### src/rtl/rat_pkg.sv
// Shared sizing and types for the register alias table.
//   NUM_ARCH_REGS / NUM_PHYS_REGS : default table sizes
//   ARCH_REG_WIDTH / PHYS_REG_WIDTH : index widths derived from the sizes
//   arch_reg_t / phys_reg_t : register index types at the default sizes
package rat_pkg;

  localparam int unsigned NUM_ARCH_REGS  = 8;
  localparam int unsigned NUM_PHYS_REGS  = 16;
  localparam int unsigned ARCH_REG_WIDTH = $clog2(NUM_ARCH_REGS);
  localparam int unsigned PHYS_REG_WIDTH = $clog2(NUM_PHYS_REGS);

  typedef logic [ARCH_REG_WIDTH-1:0] arch_reg_t;
  typedef logic [PHYS_REG_WIDTH-1:0] phys_reg_t;

endpackage

### src/rtl/rat_free_list.sv
// Physical register free list with a lowest-index allocator.
// Registers are only ever taken; the whole pool returns to free on reset.
//   clk          : clock
//   rst          : synchronous active-high reset, frees every register
//   alloc_en     : consume the current candidate at the next edge
//   alloc_valid  : at least one register is free
//   alloc_idx    : lowest-indexed free register (0 when none is free)
module rat_free_list
  import rat_pkg::*;
#(
  parameter int unsigned NUM_REGS = NUM_PHYS_REGS,
  localparam int unsigned IDX_WIDTH = $clog2(NUM_REGS)
) (
  input  logic                 clk,
  input  logic                 rst,
  input  logic                 alloc_en,
  output logic                 alloc_valid,
  output logic [IDX_WIDTH-1:0] alloc_idx
);

  logic [NUM_REGS-1:0] phys_free;

  // Priority encoder: scan high to low so the lowest free index wins.
  always_comb begin
    alloc_valid = 1'b0;
    alloc_idx   = '0;
    for (int i = int'(NUM_REGS) - 1; i >= 0; i--) begin
      if (phys_free[i]) begin
        alloc_valid = 1'b1;
        alloc_idx   = IDX_WIDTH'(i);
      end
    end
  end

  // Reset takes priority, so an allocation in the reset cycle is dropped.
  always_ff @(posedge clk) begin
    if (rst) begin
      phys_free <= '1;
    end else if (alloc_en && alloc_valid) begin
      phys_free[alloc_idx] <= 1'b0;
    end
  end

endmodule

### src/rtl/register_alias_table.sv
// Register alias table for the rename stage.
// Two zero-latency source lookups and one rename port per cycle; the table
// updates at the clock edge, so lookups always see the pre-edge mapping.
//   clk, rst                         : clock, synchronous active-high reset
//   arch_reg_dest_in, rename_in_valid: rename request
//   rename_out_valid, phys_reg_dest_out : grant and newly allocated register
//   arch_reg_srcN_in, readN_in_valid : source lookup request (N = 1, 2)
//   readN_out_valid, readN_found, phys_reg_srcN_out : lookup result
// All outputs are combinational and held at 0 while rst is asserted.
module register_alias_table
  import rat_pkg::*;
#(
  parameter int unsigned NUM_ARCH  = NUM_ARCH_REGS,
  parameter int unsigned NUM_PHYS  = NUM_PHYS_REGS,
  localparam int unsigned ARCH_W   = $clog2(NUM_ARCH),
  localparam int unsigned PHYS_W   = $clog2(NUM_PHYS)
) (
  input  logic              clk,
  input  logic              rst,
  input  logic [ARCH_W-1:0] arch_reg_dest_in,
  input  logic              rename_in_valid,
  output logic              rename_out_valid,
  output logic [PHYS_W-1:0] phys_reg_dest_out,
  input  logic [ARCH_W-1:0] arch_reg_src1_in,
  input  logic              read1_in_valid,
  output logic              read1_out_valid,
  output logic [PHYS_W-1:0] phys_reg_src1_out,
  output logic              read1_found,
  input  logic [ARCH_W-1:0] arch_reg_src2_in,
  input  logic              read2_in_valid,
  output logic              read2_out_valid,
  output logic [PHYS_W-1:0] phys_reg_src2_out,
  output logic              read2_found
);

  logic [PHYS_W-1:0]   map [NUM_ARCH];
  logic [NUM_ARCH-1:0] map_valid;

  logic              alloc_valid;
  logic [PHYS_W-1:0] alloc_idx;
  logic              grant;

  // A grant needs a request and a free register; reset overrides it.
  assign grant = rename_in_valid && alloc_valid && !rst;

  rat_free_list #(
    .NUM_REGS (NUM_PHYS)
  ) u_free_list (
    .clk         (clk),
    .rst         (rst),
    .alloc_en    (grant),
    .alloc_valid (alloc_valid),
    .alloc_idx   (alloc_idx)
  );

  // Mapping table: the old mapping of dest is simply overwritten.
  always_ff @(posedge clk) begin
    if (rst) begin
      map_valid <= '0;
      for (int i = 0; i < int'(NUM_ARCH); i++) begin
        map[i] <= '0;
      end
    end else if (grant) begin
      map[arch_reg_dest_in]       <= alloc_idx;
      map_valid[arch_reg_dest_in] <= 1'b1;
    end
  end

  // Rename response.
  always_comb begin
    rename_out_valid  = grant;
    phys_reg_dest_out = '0;
    if (grant) begin
      phys_reg_dest_out = alloc_idx;
    end
  end

  // Source lookups read the pre-edge table, independent of the rename port.
  always_comb begin
    read1_out_valid   = 1'b0;
    read1_found       = 1'b0;
    phys_reg_src1_out = '0;
    read2_out_valid   = 1'b0;
    read2_found       = 1'b0;
    phys_reg_src2_out = '0;
    if (!rst) begin
      read1_out_valid = read1_in_valid;
      read1_found     = read1_in_valid && map_valid[arch_reg_src1_in];
      if (read1_found) begin
        phys_reg_src1_out = map[arch_reg_src1_in];
      end
      read2_out_valid = read2_in_valid;
      read2_found     = read2_in_valid && map_valid[arch_reg_src2_in];
      if (read2_found) begin
        phys_reg_src2_out = map[arch_reg_src2_in];
      end
    end
  end

endmodule

### config.mk
export PLATFORM = sky130hd
export DESIGN_NAME = register_alias_table
export DESIGN_NICKNAME = d
export VERILOG_FILES = /design/src/rtl/rat_pkg.sv /design/src/rtl/rat_free_list.sv /design/src/rtl/register_alias_table.sv
export SDC_FILE = /design/constraint.sdc
export NUM_CORES = 1
export LEC_CHECK = 0
export CORE_UTILIZATION = 45
export CTS_CLUSTER_DIAMETER = 50
export DETAILED_ROUTE_END_ITERATION = 7
export PLACE_DENSITY = 0.65
export SYNTH_ARGS = -nofsm -noshare
export SYNTH_HDL_FRONTEND = slang
export SYNTH_HIERARCHICAL = 1
export SYNTH_SLANG_ARGS = --single-unit
### constraint.sdc
create_clock -name clk -period 3.4 [get_ports clk]
set_clock_uncertainty 0.15 [all_clocks]
set_input_delay 1.02 -clock clk [delete_from_list [all_inputs] [get_ports clk]]
set_output_delay 1.02 -clock clk [all_outputs]
set_load 0.005 [all_outputs]
==> results_dict.tcl <==
set metrics [dict create \
    drv_slew 0 \
    synth-edff-count 32 \
    cts_tree "built" \
    final_cell_mix "42 x buf_4, 35 x and2_1, 32 x edfxtp_1" \
    htree_levels 2 \
    instances_no_fill 411 \
    worst_ir_drop_vdd_mv 0.198 \
    grt_max_degree 19 \
    violations "DRC" \
    dp_hpwl_mm 5.21 \
    drt_pre_antenna_iters 6 \
    drtAntennaViolNets 0 \
    drt-initial-drc-count 111 \
    synth.distinct_cells 47 \
    worstSetupPathType "in2reg" \
    route.detailed.drc 4 \
    final_nets 347 \
    synth-seq-cells 56 \
    placementRows 29 \
    fmax_ghz 0.296 \
    wl_per_cell_um 18.1 \
    ys_async_sr_fraction_pct 0 \
    grt_overflow 0 \
    max_cap_violations 0 \
    dieArea_sq_um 7150 \
    synthCells 250 \
    end_kind "flip-flop" \
    gp_congestion 0.905 \
    clock_latency_ns 0.31 \
    grt_usage_pct 22.2 \
    yosysWarnings 6 \
    initial_core_util_pct 47.5 \
    r2r-start "u_free_list/phys_free[11]$_SDFFE_PP1P_" \
    period_share_pct 99.3 \
    path_clk_slew_ns 0.11 \
    viasPerCell 5.66 \
    routed_wl_mm 7.42 \
    clkSinkCount 56 \
    cp-start-kind "input port" \
    cp.arrival_ns 3.25 \
    cp_data_required_time_ns 3.28 \
    synth_ff_type "edfxtp_1" \
    min_from "u_free_list/phys_free[12]$_SDFFE_PP1P_" \
    hold_class "reg2reg" \
    clockBufferDepth 2 \
    core_area_sq_um 6460 \
    cts_hold_buffers 0 \
    root_buffer "clkbuf_8" \
    die_h_um 84.5 \
    cp_max_fo 4 \
    ios 31 \
    num_vias 2328 \
    seq_area_frac_synth_pct 47.0 \
    io_buffers 30 \
    diodes 0 \
    syn_to_final_growth_pct 30.9 \
    slew_headroom_pct 63.1 \
    dpl.cell_count 377 \
    whs_ns 0.351 \
    first_global_vias 2344 \
    syn_nets 264 \
    die_w_um 84.5 \
    period_needed_ns 3.38 \
    synthesis.area_sq_um 3070 \
    status "complete, but fails checks" \
    grt_pass1_wl_mm 12.0 \
    drive_above_1_share_pct 43.4 \
    power_density_nw_per_um2 324 \
    avgSynthCellArea_sq_um 12.3 \
    cts_buffers 5 \
    final_common_cell "buf_4" \
    hold_violations 0 \
    worstSetupStartpoint "rename_in_valid" \
    antenna_found_initial 0 \
    p_leak_nw 1.58 \
    max_slew.worst_pin.slew_ns 0.553 \
    setup_viol 0 \
]
==> kinds of logic after synthesis <==
group | share of synthesized area, %
compound gates | 8.57
buf+inv | 3.31
simple gates | 21.7
mux | 19.4
flops | 47.0
==> worst max-delay path, stage by stage <==
cell,delay [ns]
clkdlybuf4s50_1,0.49
nand3b_1,0.11
buf_4,0.15
buf_4,0.12
buf_4,0.12
buf_4,0.12
buf_4,0.12
buf_4,0.12
buf_4,0.12
buf_4,0.12
buf_4,0.14
nor3_1,0.28
or2_2,0.22
==> registers in the layout (all words and copies together), names as in the netlist <==
name	flops
map_valid	8
u_free_list/phys_free	16
map	32
==> metrics by stage <==
stage	power [mW]	TNS (ns)	area (sq um)	utilization (%)	worst slack, ns
floorplan	0.847	0	3070	-	0.296
global route	1.35	-0.184	4010	62.1	-0.0464
detailed placement	0.913	-8.71	3640	56.3	-0.712
CTS	1.30	-0.0740	3960	61.3	-0.0390
finish	1.30	0	4010	62.1	0.0231
global placement	0.910	-8.56	3640	56.3	-0.680
==> power breakdown <==
group / internal [mW] / leakage (nW) / switching, mW
logic: 0.109 / 1.01 / 0.0797
clock network: 0.146 / 0.0404 / 0.217
registers: 0.733 / 0.525 / 0.0138
total: 0.988 / 1.58 / 0.310
==> path summary, 6_finish.rpt <==
| path | end | slack (ns) | depth (start not counted) |
|---|---|---|---|
| hold / removal | u_free_list/phys_free[12]$_SDFFE_PP1P_ | 0.35 | 1 |
| hold reg to reg | u_free_list/phys_free[12]$_SDFFE_PP1P_ | 0.35 | 1 |
| setup reg to reg | map[2][0]$_SDFFCE_PN0P_ | 0.39 | 16 |
| setup / recovery | map[2][0]$_SDFFCE_PN0P_ | 0.02 | 13 |
==> synthesized netlist by cell type, types with 2 or more instances <==
master | n | area [sq um]
clkbuf_1 | 4 | 15.0
edfxtp_1 | 32 | 961
nor2_1 | 23 | 86.3
nand2_1 | 4 | 15.0
nor3_1 | 13 | 65.1
dfxtp_1 | 24 | 480
nand2b_1 | 5 | 31.3
mux2i_4 | 2 | 45.0
a21oi_1 | 2 | 10.0
mux4_1 | 5 | 131
a21o_1 | 2 | 15.0
nor4_1 | 2 | 12.5
or4_1 | 2 | 15.0
o21ba_2 | 8 | 80.1
o32a_1 | 3 | 30.0
mux4_2 | 15 | 338
nor4_2 | 2 | 25.0
a31oi_1 | 9 | 56.3
inv_1 | 7 | 26.3
mux2i_1 | 8 | 80.1
and2_1 | 37 | 231
buf_2 | 3 | 15.0
or2_0 | 2 | 12.5
or2_2 | 10 | 62.6
buf_6 | 3 | 33.8
nand4b_1 | 2 | 17.5
==> layout make-up <==
class	count	area, sq um
flip-flops and latches	56	1440
well taps	77	96.3
fillers	521	2440
clock buffers	5	68.8
multi-input cells	175	1590
inverters	8	30.0
clock inverters	3	23.8
repair buffers	87	757
==> what timing repair did <==
action                                  4_1_cts  5_1_grt
buffers inserted                             25        3
endpoints found under the setup margin       17       33
pin swaps                                     3        4
gates resized for setup                      97       23
cloned                                        1        0
==> layer usage <==
layer | vias to the layer above | GRT usage [%] | wire length (um)
met5 | - | 0 | 0
met4 | 0 | 10.5 | 254
met3 | 17 | 2.56 | 300
met2 | 72 | 35.8 | 3530
met1 | 1134 | 30.2 | 3330
li1 | 1105 | - | -
No activity file was read; power rests on OpenSTA's default activity.
